$ cat config.mk
export PLATFORM = sky130hd
export DESIGN_NAME = pipe_hazard_ctrl
export DESIGN_NICKNAME = d
export VERILOG_FILES = /design/src/rtl/pipe_hazard_ctrl.sv
export SDC_FILE = /design/constraint.sdc
export NUM_CORES = 1
export LEC_CHECK = 0
export CAP_MARGIN = 25
export CORE_ASPECT_RATIO = 1.5
export CORE_MARGIN = 2
export CORE_UTILIZATION = 40
export DETAILED_ROUTE_END_ITERATION = 10
export DONT_BUFFER_PORTS = 1
export GPL_TIMING_DRIVEN = 0
export HOLD_SLACK_MARGIN = 0.15
export PLACE_DENSITY = 0.62
export SYNTH_ARGS = -nofsm -noshare
export SYNTH_HDL_FRONTEND = slang
export SYNTH_SLANG_ARGS = --single-unit
$ cat constraint.sdc
create_clock -name clk -period 1.55 [get_ports clk]
set_input_delay 0.155 -clock clk [delete_from_list [all_inputs] [get_ports clk]]
set_output_delay 0.155 -clock clk [all_outputs]
set_load 0.005 [all_outputs]
$ cat src/rtl/pipe_hazard_ctrl.sv
// rtl/pipe_hazard_ctrl.sv - load-use, branch-squash, multi-cycle EX and forwarding control for a 5-stage pipeline
// Optional performance counters are enabled with `define HAZ_PERF_CNT_EN.
module pipe_hazard_ctrl #(
  parameter int MC_LAT = 4,
  parameter int CNT_W  = 16
) (
  input  logic       clk,
  input  logic       rst,
  input  logic [4:0] id_rs_addr,
  input  logic [4:0] id_rt_addr,
  input  logic       id_uses_rt,
  input  logic       id_mc_op,
  input  logic       ex_mem_r,
  input  logic [4:0] ex_rs_addr,
  input  logic [4:0] ex_rt_addr,
  input  logic       branch_taken,
  input  logic       mem_regwrite,
  input  logic [4:0] mem_dst_addr,
  input  logic       wb_regwrite,
  input  logic [4:0] wb_dst_addr,
  output logic       pc_write,
  output logic       if_id_write,
  output logic       if_id_flush,
  output logic       id_ex_bubble,
  output logic       id_ex_hold,
  output logic       ex_mem_bubble,
  output logic [1:0] fwd_a,
  output logic [1:0] fwd_b,
`ifdef HAZ_PERF_CNT_EN
  output logic [CNT_W-1:0] lu_stall_cnt,
  output logic [CNT_W-1:0] mc_stall_cnt,
  output logic [CNT_W-1:0] flush_cnt,
`endif
  output logic       busy
);

  typedef enum logic {ST_RUN, ST_MC_WAIT} state_t;

  localparam logic [3:0] MC_LOAD = 4'(MC_LAT - 1);

  if (MC_LAT < 2 || MC_LAT > 15 || CNT_W < 1) begin : g_bad_param
    $error("pipe_hazard_ctrl: MC_LAT must be 2..15 and CNT_W >= 1");
  end

  state_t     r_state, w_state_nxt;
  logic [3:0] r_mc_cnt, w_mc_cnt_nxt;
  logic       w_lu;

  assign w_lu = ex_mem_r && (ex_rt_addr != 5'd0) &&
                ((ex_rt_addr == id_rs_addr) || (id_uses_rt && (ex_rt_addr == id_rt_addr)));

  always_ff @(negedge clk) begin
    if (rst) begin
      r_state  <= ST_RUN;
      r_mc_cnt <= 4'd0;
    end else begin
      r_state  <= w_state_nxt;
      r_mc_cnt <= w_mc_cnt_nxt;
    end
  end

  always_comb begin
    w_state_nxt   = r_state;
    w_mc_cnt_nxt  = r_mc_cnt;
    pc_write      = 1'b1;
    if_id_write   = 1'b1;
    if_id_flush   = 1'b0;
    id_ex_bubble  = 1'b0;
    id_ex_hold    = 1'b0;
    ex_mem_bubble = 1'b0;
    busy          = 1'b0;
    if (rst) begin
      pc_write      = 1'b0;
      if_id_write   = 1'b0;
      if_id_flush   = 1'b1;
      id_ex_bubble  = 1'b1;
      ex_mem_bubble = 1'b1;
      w_state_nxt   = ST_RUN;
      w_mc_cnt_nxt  = 4'd0;
    end else begin
      case (r_state)
        ST_RUN: begin
          // Branch squash outranks both the stall and multi-cycle entry.
          if (branch_taken) begin
            if_id_flush  = 1'b1;
            id_ex_bubble = 1'b1;
          end else if (w_lu) begin
            pc_write     = 1'b0;
            if_id_write  = 1'b0;
            id_ex_bubble = 1'b1;
          end else if (id_mc_op) begin
            w_state_nxt  = ST_MC_WAIT;
            w_mc_cnt_nxt = MC_LOAD;
          end
        end
        ST_MC_WAIT: begin
          pc_write      = 1'b0;
          if_id_write   = 1'b0;
          id_ex_hold    = 1'b1;
          ex_mem_bubble = 1'b1;
          busy          = 1'b1;
          if (r_mc_cnt <= 4'd1) begin
            w_state_nxt  = ST_RUN;
            w_mc_cnt_nxt = 4'd0;
          end else begin
            w_mc_cnt_nxt = r_mc_cnt - 4'd1;
          end
        end
        default: begin
          w_state_nxt  = ST_RUN;
          w_mc_cnt_nxt = 4'd0;
        end
      endcase
    end
  end

  // EX/MEM holds the newer value, so it wins over MEM/WB.
  always_comb begin
    fwd_a = 2'b00;
    fwd_b = 2'b00;
    if (!rst) begin
      if (mem_regwrite && mem_dst_addr != 5'd0 && mem_dst_addr == ex_rs_addr)
        fwd_a = 2'b10;
      else if (wb_regwrite && wb_dst_addr != 5'd0 && wb_dst_addr == ex_rs_addr)
        fwd_a = 2'b01;
      if (mem_regwrite && mem_dst_addr != 5'd0 && mem_dst_addr == ex_rt_addr)
        fwd_b = 2'b10;
      else if (wb_regwrite && wb_dst_addr != 5'd0 && wb_dst_addr == ex_rt_addr)
        fwd_b = 2'b01;
    end
  end

`ifdef HAZ_PERF_CNT_EN
  localparam logic [CNT_W-1:0] CNT_ONE = {{(CNT_W-1){1'b0}}, 1'b1};

  logic [CNT_W-1:0] r_lu_cnt, r_mc_cnt_perf, r_flush_cnt;
  logic             w_lu_ev, w_mc_ev, w_flush_ev;

  assign w_lu_ev    = (r_state == ST_RUN) && !branch_taken && w_lu;
  assign w_mc_ev    = (r_state == ST_MC_WAIT);
  assign w_flush_ev = (r_state == ST_RUN) && branch_taken;

  always_ff @(negedge clk) begin
    if (rst) begin
      r_lu_cnt      <= '0;
      r_mc_cnt_perf <= '0;
      r_flush_cnt   <= '0;
    end else begin
      if (w_lu_ev && r_lu_cnt != '1)         r_lu_cnt      <= r_lu_cnt + CNT_ONE;
      if (w_mc_ev && r_mc_cnt_perf != '1)    r_mc_cnt_perf <= r_mc_cnt_perf + CNT_ONE;
      if (w_flush_ev && r_flush_cnt != '1)   r_flush_cnt   <= r_flush_cnt + CNT_ONE;
    end
  end

  assign lu_stall_cnt = r_lu_cnt;
  assign mc_stall_cnt = r_mc_cnt_perf;
  assign flush_cnt    = r_flush_cnt;
`endif

endmodule

==> run summary, run 1 <==
Outcome - finished with violations
Failing checks - negative setup slack
Cts hold-fix bufs - 0
Layout Cells excl Fill - 137
Placed cell count - 122
Cell Pwr Density - 571 nW/um2
Initial antenna violation count - 0
Max-slew violations - 0
Yosys cell types - 36
Max clock buf depth - 2
Mapped Avg Cell Area - 7.79 um2
Synthesized net count - 141
Cell area after layout - 1030 um2
ANT cells - 0
RSZ-0062 raised after global routing - true
Final ANT Viol Nets - 0
Family with the most delay on the worst path - flip-flops
Largest stage delay on the critical path - 0.39 ns
Total track usage - 18.7%
Async SR Flop Fraction - 0%
Final Hold Fails - 0
Drt drc - 0
Global-route wire length before repair - 3.19 mm
# H-tree levels - 1
Final setup vio count - 12
Yosys reg bits - 5
Max Cap Viol - 0
Reg clk slew, reported paths - 0.05 ns
Crit path required time - 1.39 ns
Num CTS Buffers - 3
Crit-path cells - inv_6, a21o_1, o21bai_4
Largest net degree at the start of global routing - 9
Starting Density - 42.4%
Clock Latency Late Sink - 0.32 ns
Fin Clk Skew - 0.0241 ns
I/O Buffers - 0
Hold/Removal Path Class - primary input to output port
Most frequent cells in the layout - 16 x xor2_1, 13 x xnor2_1, 9 x inv_1
# fillers - 197
CP Max Fanout - 7
Vias - 776
Final core utilization - 55.5%
Die height - 58.3 um
Top_reg_cell synth - dfxtp_1
Mapped Area - 787 um2
Critical-path top delay cell - dfxtp_4
VDD IR-drop max - 377 uV
# IOs - 49
Initial DRC Count - 12
Global route overflow - 0
Vias per inst - 5.66
Leak - 0.392 nW
Vias in the first global route - 825
Die area - 2350 um2
DR WL/cell - 14.7 um
Fin worst setup slack - -0.494 ns
Layout cells sized above 1 - 31.0%
Critical path class - flop to output port
CTS tree - built
Row count - 19
Yosys warns - 0
Relative slew margins - 72.6%
Final wirelength - 2.01 mm
Total Power - 0.587 mW
CP Launch Type - flop
Die Width - 40.2 um
CP arrival - 1.89 ns
Root Driver - clkbuf_4
Num Clock Sinks - 5
DR pass1 iterations - 2
Worst Setup End Kind - output port
Dpl hpwl - 1.56 mm
Mapped Cells - 101
Area growth syn-to-layout - 30.7%
Fin nets - 157
Actual slew at the worst max-slew pin - 0.407 ns
Core area - 1850 um2
Commonest non-fill, non-tap cell in the layout - xor2_1
Pre-CTS WS - -0.755 ns
Post-synth EDFFs - 0
Placed inst area - 848 um2
GP Congestion - 0.868
Seq/Total Area, Yosys - 12.7%
CP Buf/Inv Count - 1
==> logic make-up after synthesis <==
group	after synthesis	synth area share, %
AND/OR/NAND/NOR	33	24.0
XOR/XNOR	30	33.4
AO/OA/AOI/OAI	17	17.5
buffers and inverters	14	9.22
flip-flops	5	12.7
adder cells (fa/ha/maj)	2	3.18
==> power by group <==
group	total (mW)	switching, mW	leakage, nW	internal [mW]
registers	0.150	0.0123	0.0416	0.138
logic	0.232	0.108	0.305	0.123
clock network	0.205	0.0961	0.0458	0.109
==> Yosys cell counts, drive strengths merged, types with 2 or more instances <==
master / number / area share [%]
xor2: 17 / 19
xnor2: 13 / 14
buf: 7 / 5.9
inv: 6 / 2.9
nor2: 6 / 2.9
nor3: 6 / 3.8
dfxtp: 5 / 13
o21ai: 5 / 5.1
or4: 5 / 5.2
nor4: 4 / 4.0
nand2: 3 / 1.4
nand3: 3 / 1.9
a31o: 2 / 2.2
ha: 2 / 3.2
nor2b: 2 / 1.6
o31ai: 2 / 1.9
==> what timing repair did <==
| item | in CTS | in global routing |
|---|---|---|
| pin swaps | 7 | 3 |
| endpoints found under the setup margin | 13 | 13 |
| gates resized for setup | 12 | 8 |
| setup buffers | 3 | 4 |
==> path summary, 6_finish.rpt <==
path	cells past startpoint	to	slack, ns	start
max	3	id_ex_bubble	-0.49	r_state
min	1	if_id_flush	0.44	branch_taken
min reg2reg	2	r_mc_cnt[0]	0.56	r_mc_cnt[0]
max reg2reg	7	r_mc_cnt[2]	-0.04	r_mc_cnt[1]
==> layout make-up <==
class	instances	area, um2	area share (%)
Inverter	5	23.8	2.31
Timing Repair Buffer	7	56.3	5.47
Clock buffer	3	22.5	2.19
Clock inverter	6	22.5	2.19
Buffer	8	86.3	8.39
Multi-Input combinational cell	82	687	66.8
Sequential cell	5	104	10.1
Tap cell	21	26.3	2.55
==> per-layer routing <==
layer | vias to the layer above | wire [um] | GRT usage [%]
li1 | 378 | - | -
met1 | 365 | 594 | 14.5
met2 | 30 | 1270 | 38.9
met3 | 3 | 132 | 5.28
met4 | 0 | 16 | 5.71
met5 | - | 0 | 0
==> state kept, by name, summed over array words and instances, names as in the netlist <==
register  flops
r_mc_cnt      4
r_state       1
==> through the flow <==
stage / hold slack (ns) / TNS [ns]
final: 0.439 / -4.00
after detailed placement: 0.436 / -4.12
after floorplan: 0.423 / -3.00
after global placement: 0.435 / -4.13
after CTS: 0.436 / -4.12
after global routing: 0.445 / -4.28
Power figures use the tool's default switching activity.
==> inputs of run 2 (changes only) <==
--- a/config.mk
+++ b/config.mk
@@ -6,14 +6,13 @@
 export NUM_CORES = 1
 export LEC_CHECK = 0
 export CAP_MARGIN = 25
-export CORE_ASPECT_RATIO = 1.5
 export CORE_MARGIN = 2
-export CORE_UTILIZATION = 40
+export CORE_UTILIZATION = 50
 export DETAILED_ROUTE_END_ITERATION = 10
 export DONT_BUFFER_PORTS = 1
 export GPL_TIMING_DRIVEN = 0
 export HOLD_SLACK_MARGIN = 0.15
-export PLACE_DENSITY = 0.62
+export PLACE_DENSITY = 0.71
 export SYNTH_ARGS = -nofsm -noshare
 export SYNTH_HDL_FRONTEND = slang
 export SYNTH_SLANG_ARGS = --single-unit
==> constraint.sdc (replaced) <==
create_clock -name clk -period 2.65 [get_ports clk]
set_input_delay 0.265 -clock clk [delete_from_list [all_inputs] [get_ports clk]]
set_output_delay 0.265 -clock clk [all_outputs]
set_load 0.005 [all_outputs]
==> run 2 against run 1 <==
Global-route usage rose by 1.6 points; clock skew fell by 0.015 ns; critical path type unchanged; critical path depth unchanged; the flow still finishes with violations (negative setup slack); die area decreased by 19%; highest routed layer unchanged; clock power down 43%; sequential cell count stayed put; total power fell by 45%; routed wire length fell by 6.9%; sequential power down 42%.
==> run summary, run 2 (same netlist as run 1, synthesis figures left out) <==
Outcome - finished with violations (unchanged)
Failing checks - negative setup slack (unchanged)
Vias in the first global route - 746 (was 825)
Final Hold Fails - 0 (unchanged)
VDD IR-drop max - 159 uV (was 377 uV)
Cts hold-fix bufs - 0 (unchanged)
Initial antenna violation count - 0 (unchanged)
Placed cell count - 117 (was 122)
Num Clock Sinks - 5 (unchanged)
Leak - 0.366 nW (was 0.392 nW)
Die area - 1910 um2 (was 2350 um2)
Fin worst setup slack - -0.00763 ns (was -0.494 ns)
ANT cells - 0 (unchanged)
# H-tree levels - 1 (unchanged)
Drt drc - 0 (unchanged)
Vias per inst - 5.88 (was 5.66)
Critical path class - flop to output port (unchanged)
Initial DRC Count - 17 (was 12)
GP Congestion - 0.816 (was 0.868)
CP Max Fanout - 3 (was 7)
Layout Cells excl Fill - 130 (was 137)
Reg clk slew, reported paths - 0.04 ns (was 0.05 ns)
Final wirelength - 1.87 mm (was 2.01 mm)
Starting Density - 52.9% (was 42.4%)
DR WL/cell - 14.4 um (was 14.7 um)
Family with the most delay on the worst path - flip-flops (unchanged)
Actual slew at the worst max-slew pin - 0.443 ns (was 0.407 ns)
Reg with most FFs - r_mc_cnt (unchanged)
Final ANT Viol Nets - 0 (unchanged)
Worst Setup End Kind - output port (unchanged)
Critical-path top delay cell - dfxtp_4 (unchanged)
Fin nets - 155 (was 157)
Core area - 1490 um2 (was 1850 um2)
Crit path required time - 2.38 ns (was 1.39 ns)
CP arrival - 2.39 ns (was 1.89 ns)
DR pass1 iterations - 4 (was 2)
RSZ-0062 raised after global routing - true (unchanged)
Largest register FFs - 4 (unchanged)
CTS tree - built (unchanged)
Top Registers - r_mc_cnt: 4 flops, r_state: 1 flops (unchanged)
Commonest non-fill, non-tap cell in the layout - xor2_1 (unchanged)
CP Launch Type - flop (unchanged)
Area growth syn-to-layout - 19.2% (was 30.7%)
Pre-CTS WS - -0.314 ns (was -0.755 ns)
I/O Buffers - 0 (unchanged)
Total track usage - 20.3% (was 18.7%)
Num CTS Buffers - 3 (unchanged)
Relative slew margins - 70.5% (was 72.6%)
Largest net degree at the start of global routing - 9 (unchanged)
Largest stage delay on the critical path - 0.37 ns (was 0.39 ns)
Total Power - 0.324 mW (was 0.587 mW)
Most frequent cells in the layout - 17 x xor2_1, 13 x xnor2_1, 10 x inv_1 (was 16 x xor2_1, 13 x xnor2_1, 9 x inv_1)
CP Buf/Inv Count - 1 (unchanged)
Max clock buf depth - 2 (unchanged)
Global route overflow - 0 (unchanged)
Dpl hpwl - 1.47 mm (was 1.56 mm)
# IOs - 49 (unchanged)
Global-route wire length before repair - 2.97 mm (was 3.19 mm)
Root Driver - clkbuf_4 (unchanged)
Vias - 764 (was 776)
Die height - 43.7 um (was 58.3 um)
Layout cells sized above 1 - 23.7% (was 31.0%)
Max-slew violations - 0 (unchanged)
Die Width - 43.7 um (was 40.2 um)
Clock Latency Late Sink - 0.31 ns (was 0.32 ns)
Crit-path cells - inv_4, a21o_1, o21bai_4 (was inv_6, a21o_1, o21bai_4)
Final setup vio count - 1 (was 12)
Hold/Removal Path Class - flop to flop (was primary input to output port)
Max Cap Viol - 0 (unchanged)
Fin Clk Skew - 0.00958 ns (was 0.0241 ns)
Row count - 14 (was 19)
Cell Pwr Density - 346 nW/um2 (was 571 nW/um2)
[run 2: worst paths after layout]
kind | endpoint | slack (ns) | cells past startpoint | from
setup / recovery | id_ex_bubble | -0.008 | 3 | r_state
hold reg to reg | r_mc_cnt[0] | 0.55 | 2 | r_mc_cnt[0]
hold / removal | r_mc_cnt[0] | 0.55 | 2 | r_mc_cnt[0]
setup reg to reg | r_mc_cnt[3] | 1.12 | 7 | r_mc_cnt[1]
[run 2: cell type report]
| type | count | area (um2) |
|---|---|---|
| clock inverter | 6 | 22.5 |
| timing repair buffer | 5 | 37.5 |
| inverter | 5 | 21.3 |
| fill | 137 | 551 |
| tap | 16 | 20.0 |
| clock buffer | 3 | 22.5 |
| sequential | 5 | 104 |
| buffer | 8 | 75.1 |
| multi-input combinational | 82 | 636 |
[run 2: metrics by stage]
| stage | hold slack, ns | utilization (%) | cell area [um2] | TNS [ns] |
|---|---|---|---|---|
| finish | 0.550 | 63.0 | 938 | -0.00763 |
| global route | 0.571 | 63.0 | 938 | -0.105 |
| CTS | 0.546 | 59.9 | 892 | -0.0390 |
| detailed placement | 0.548 | 55.0 | 820 | -1.36 |
| global placement | 0.532 | 55.0 | 820 | -1.26 |
| floorplan | 0.503 | - | 800 | -0.543 |
[run 2: worst min-delay path, cell delays in order, from the launching register on]
cell and delay [ns]:
dfxtp_1 0.35, nand2_1 0.07, a31oi_1 0.07
[run 2: timing repair]
item | 4_1_cts | 5_1_grt
endpoints found under the setup margin | 8 | 7
cloned | 0 | 0
pin swaps | 5 | 10
setup buffers | 2 | 3
gates resized for setup | 7 | 7
[run 2: per-layer routing]
layer | track usage [%] | vias up | part of all wire [%]
li1 | - | 378 | -
met1 | 22.1 | 349 | 38
met2 | 34.1 | 28 | 53
met3 | 4.17 | 9 | 5.7
met4 | 15.2 | 0 | 3.5
met5 | 0 | - | 0
[run 2: power by group]
group / internal (mW) / switching (mW)
clock network: 0.0636 / 0.0533
logic: 0.0644 / 0.0558
registers: 0.0807 / 0.00665
==> inputs of run 3 (changes only) <==
--- a/config.mk
+++ b/config.mk
@@ -16,3 +16,4 @@
 export SYNTH_ARGS = -nofsm -noshare
 export SYNTH_HDL_FRONTEND = slang
 export SYNTH_SLANG_ARGS = --single-unit
+export TNS_END_PERCENT = 30
==> constraint.sdc (replaced) <==
create_clock -name clk -period 3.01 [get_ports clk]
set_input_delay 0.301 -clock clk [delete_from_list [all_inputs] [get_ports clk]]
set_output_delay 0.301 -clock clk [all_outputs]
set_load 0.005 [all_outputs]
==> run 3 against run 2 <==
The flow now finishes without violations; sequential power fell by 13%; highest routed layer is now met3; via count fell by 6.4%; global-route usage fell by 1.4 points; critical endpoint is now pc_write; largest power group is now the clock network.
==> run summary, run 3 (same netlist as run 1, synthesis figures left out) <==
Outcome - finished clean (was finished with violations)
Fin Setup TNS - 0 ns (was -0.00763 ns)
CP Buf/Inv Count - 1 (unchanged)
CTS tree - built (unchanged)
Max-slew violations - 0 (unchanged)
Top Registers - r_mc_cnt: 4 flops, r_state: 1 flops (unchanged)
DR WL/cell - 13.4 um (was 14.4 um)
# H-tree levels - 1 (unchanged)
CP Max Fanout - 4 (was 3)
Global-route wire length before repair - 2.84 mm (was 2.97 mm)
Crit-path cells - nor2_1, o21a_1, buf_4 (was inv_4, a21o_1, o21bai_4)
Die area - 1910 um2 (unchanged)
Largest stage delay on the critical path - 0.32 ns (was 0.37 ns)
Largest net degree at the start of global routing - 9 (unchanged)
Hold/Removal Path Class - flop to flop (unchanged)
Fin nets - 150 (was 155)
Fin worst setup slack - 0.0220 ns (was -0.00763 ns)
Family with the most delay on the worst path - flip-flops (unchanged)
Clock Latency Late Sink - 0.30 ns (was 0.31 ns)
Most frequent cells in the layout - 17 x xor2_1, 13 x xnor2_1, 11 x inv_1 (was 17 x xor2_1, 13 x xnor2_1, 10 x inv_1)
Final Hold Fails - 0 (unchanged)
Relative slew margins - 73.3% (was 70.5%)
Layout cells sized above 1 - 16.5% (was 23.7%)
GP Congestion - 0.719 (was 0.816)
Global route overflow - 0 (unchanged)
Cts hold-fix bufs - 0 (unchanged)
CP arrival - 2.69 ns (was 2.39 ns)
Final ANT Viol Nets - 0 (unchanged)
Commonest non-fill, non-tap cell in the layout - xor2_1 (unchanged)
Die Width - 43.7 um (unchanged)
ANT cells - 0 (unchanged)
Crit path required time - 2.71 ns (was 2.38 ns)
Initial antenna violation count - 0 (unchanged)
Starting Density - 52.9% (unchanged)
Initial DRC Count - 8 (was 17)
Vias in the first global route - 750 (was 746)
Largest register FFs - 4 (unchanged)
RSZ-0062 raised after global routing - true (unchanged)
Leak - 0.328 nW (was 0.366 nW)
Max clock buf depth - 2 (unchanged)
VDD IR-drop max - 189 uV (was 159 uV)
Final wirelength - 1.68 mm (was 1.87 mm)
CP Launch Type - flop (unchanged)
Reg with most FFs - r_mc_cnt (unchanged)
Critical-path top delay cell - dfxtp_1 (was dfxtp_4)
Drt drc - 0 (unchanged)
Vias - 715 (was 764)
Num Clock Sinks - 5 (unchanged)
Actual slew at the worst max-slew pin - 0.397 ns (was 0.443 ns)
Num CTS Buffers - 3 (unchanged)
# IOs - 49 (unchanged)
Area growth syn-to-layout - 8.43% (was 19.2%)
Fin Clk Skew - 0.00568 ns (was 0.00958 ns)
Row count - 14 (unchanged)
Minimum hold slack - 0.536 ns (was 0.550 ns)
Worst Setup End Kind - output port (unchanged)
Final setup vio count - 0 (was 1)
Root Driver - clkbuf_4 (unchanged)
Vias per inst - 5.72 (was 5.88)
Dpl hpwl - 1.44 mm (was 1.47 mm)
Critical path class - flop to output port (unchanged)
Reg clk slew, reported paths - 0.04 ns (about the same)
Total track usage - 18.9% (was 20.3%)
Max Cap Viol - 0 (unchanged)
Setup bufs post-CTS - 0 (was 2)
Core area - 1490 um2 (unchanged)
Die height - 43.7 um (unchanged)
I/O Buffers - 0 (unchanged)
Cell Pwr Density - 315 nW/um2 (was 346 nW/um2)
DR pass1 iterations - 3 (was 4)
Pre-CTS WS - -0.122 ns (was -0.314 ns)
-- run 3: path summary, 6_finish.rpt --
path                from          end  slack [ns]  cells after the start
max reg2reg  r_mc_cnt[1]  r_mc_cnt[2]        1.48                      7
min reg2reg  r_mc_cnt[0]  r_mc_cnt[0]        0.54                      2
max              r_state     pc_write        0.02                      3
min          r_mc_cnt[0]  r_mc_cnt[0]        0.54                      2
-- run 3: report_power, final --
part / internal (mW) / switching, mW
logic: 0.0463 / 0.0462
clock network: 0.0559 / 0.0452
registers: 0.0712 / 0.00448
-- run 3: routing by layer --
layer  vias to the layer above  global-route usage (%)  part of all wire [%]
li1                        368                       -                     -
met1                       323                    18.5                    38
met2                        24                    36.2                    56
met3                         0                    5.00                   5.9
met4                         0                    8.48                     0
met5                         -                       0                     0
-- run 3: layout make-up --
| type | count | area, um2 |
|---|---|---|
| sequential | 5 | 100 |
| buffer | 8 | 52.6 |
| fill | 161 | 636 |
| multi-input combinational | 82 | 617 |
| inverter | 5 | 18.8 |
| tap | 16 | 20.0 |
| clock inverter | 6 | 22.5 |
| clock buffer | 3 | 22.5 |
-- run 3: repair_timing --
| item | 4_1_cts | 5_1_grt |
|---|---|---|
| gates resized for setup | 1 | 0 |
| cloned | 0 | 0 |
| hold endpoints to repair | 0 | 0 |
| setup endpoints to repair | 1 | 2 |
| pin swaps | 0 | 0 |
-- run 3: worst min-delay path, stage by stage, from the launching register on --
cell and delay, ns:
dfxtp_1 0.35, nand2_1 0.07, a31oi_1 0.06
-- run 3: through the flow --
| stage | std cells | cell area, um2 | total power, mW | util [%] |
|---|---|---|---|---|
| 2_1_floorplan | 101 | 790 | 0.169 | - |
| 6_report | 125 | 853 | 0.269 | 57.3 |
| 3_3_place_gp | 117 | 810 | 0.178 | 54.4 |
| 5_1_grt | 125 | 853 | 0.294 | 57.3 |
| 4_1_cts | 125 | 853 | 0.275 | 57.3 |
| 3_5_place_dp | 117 | 810 | 0.181 | 54.4 |
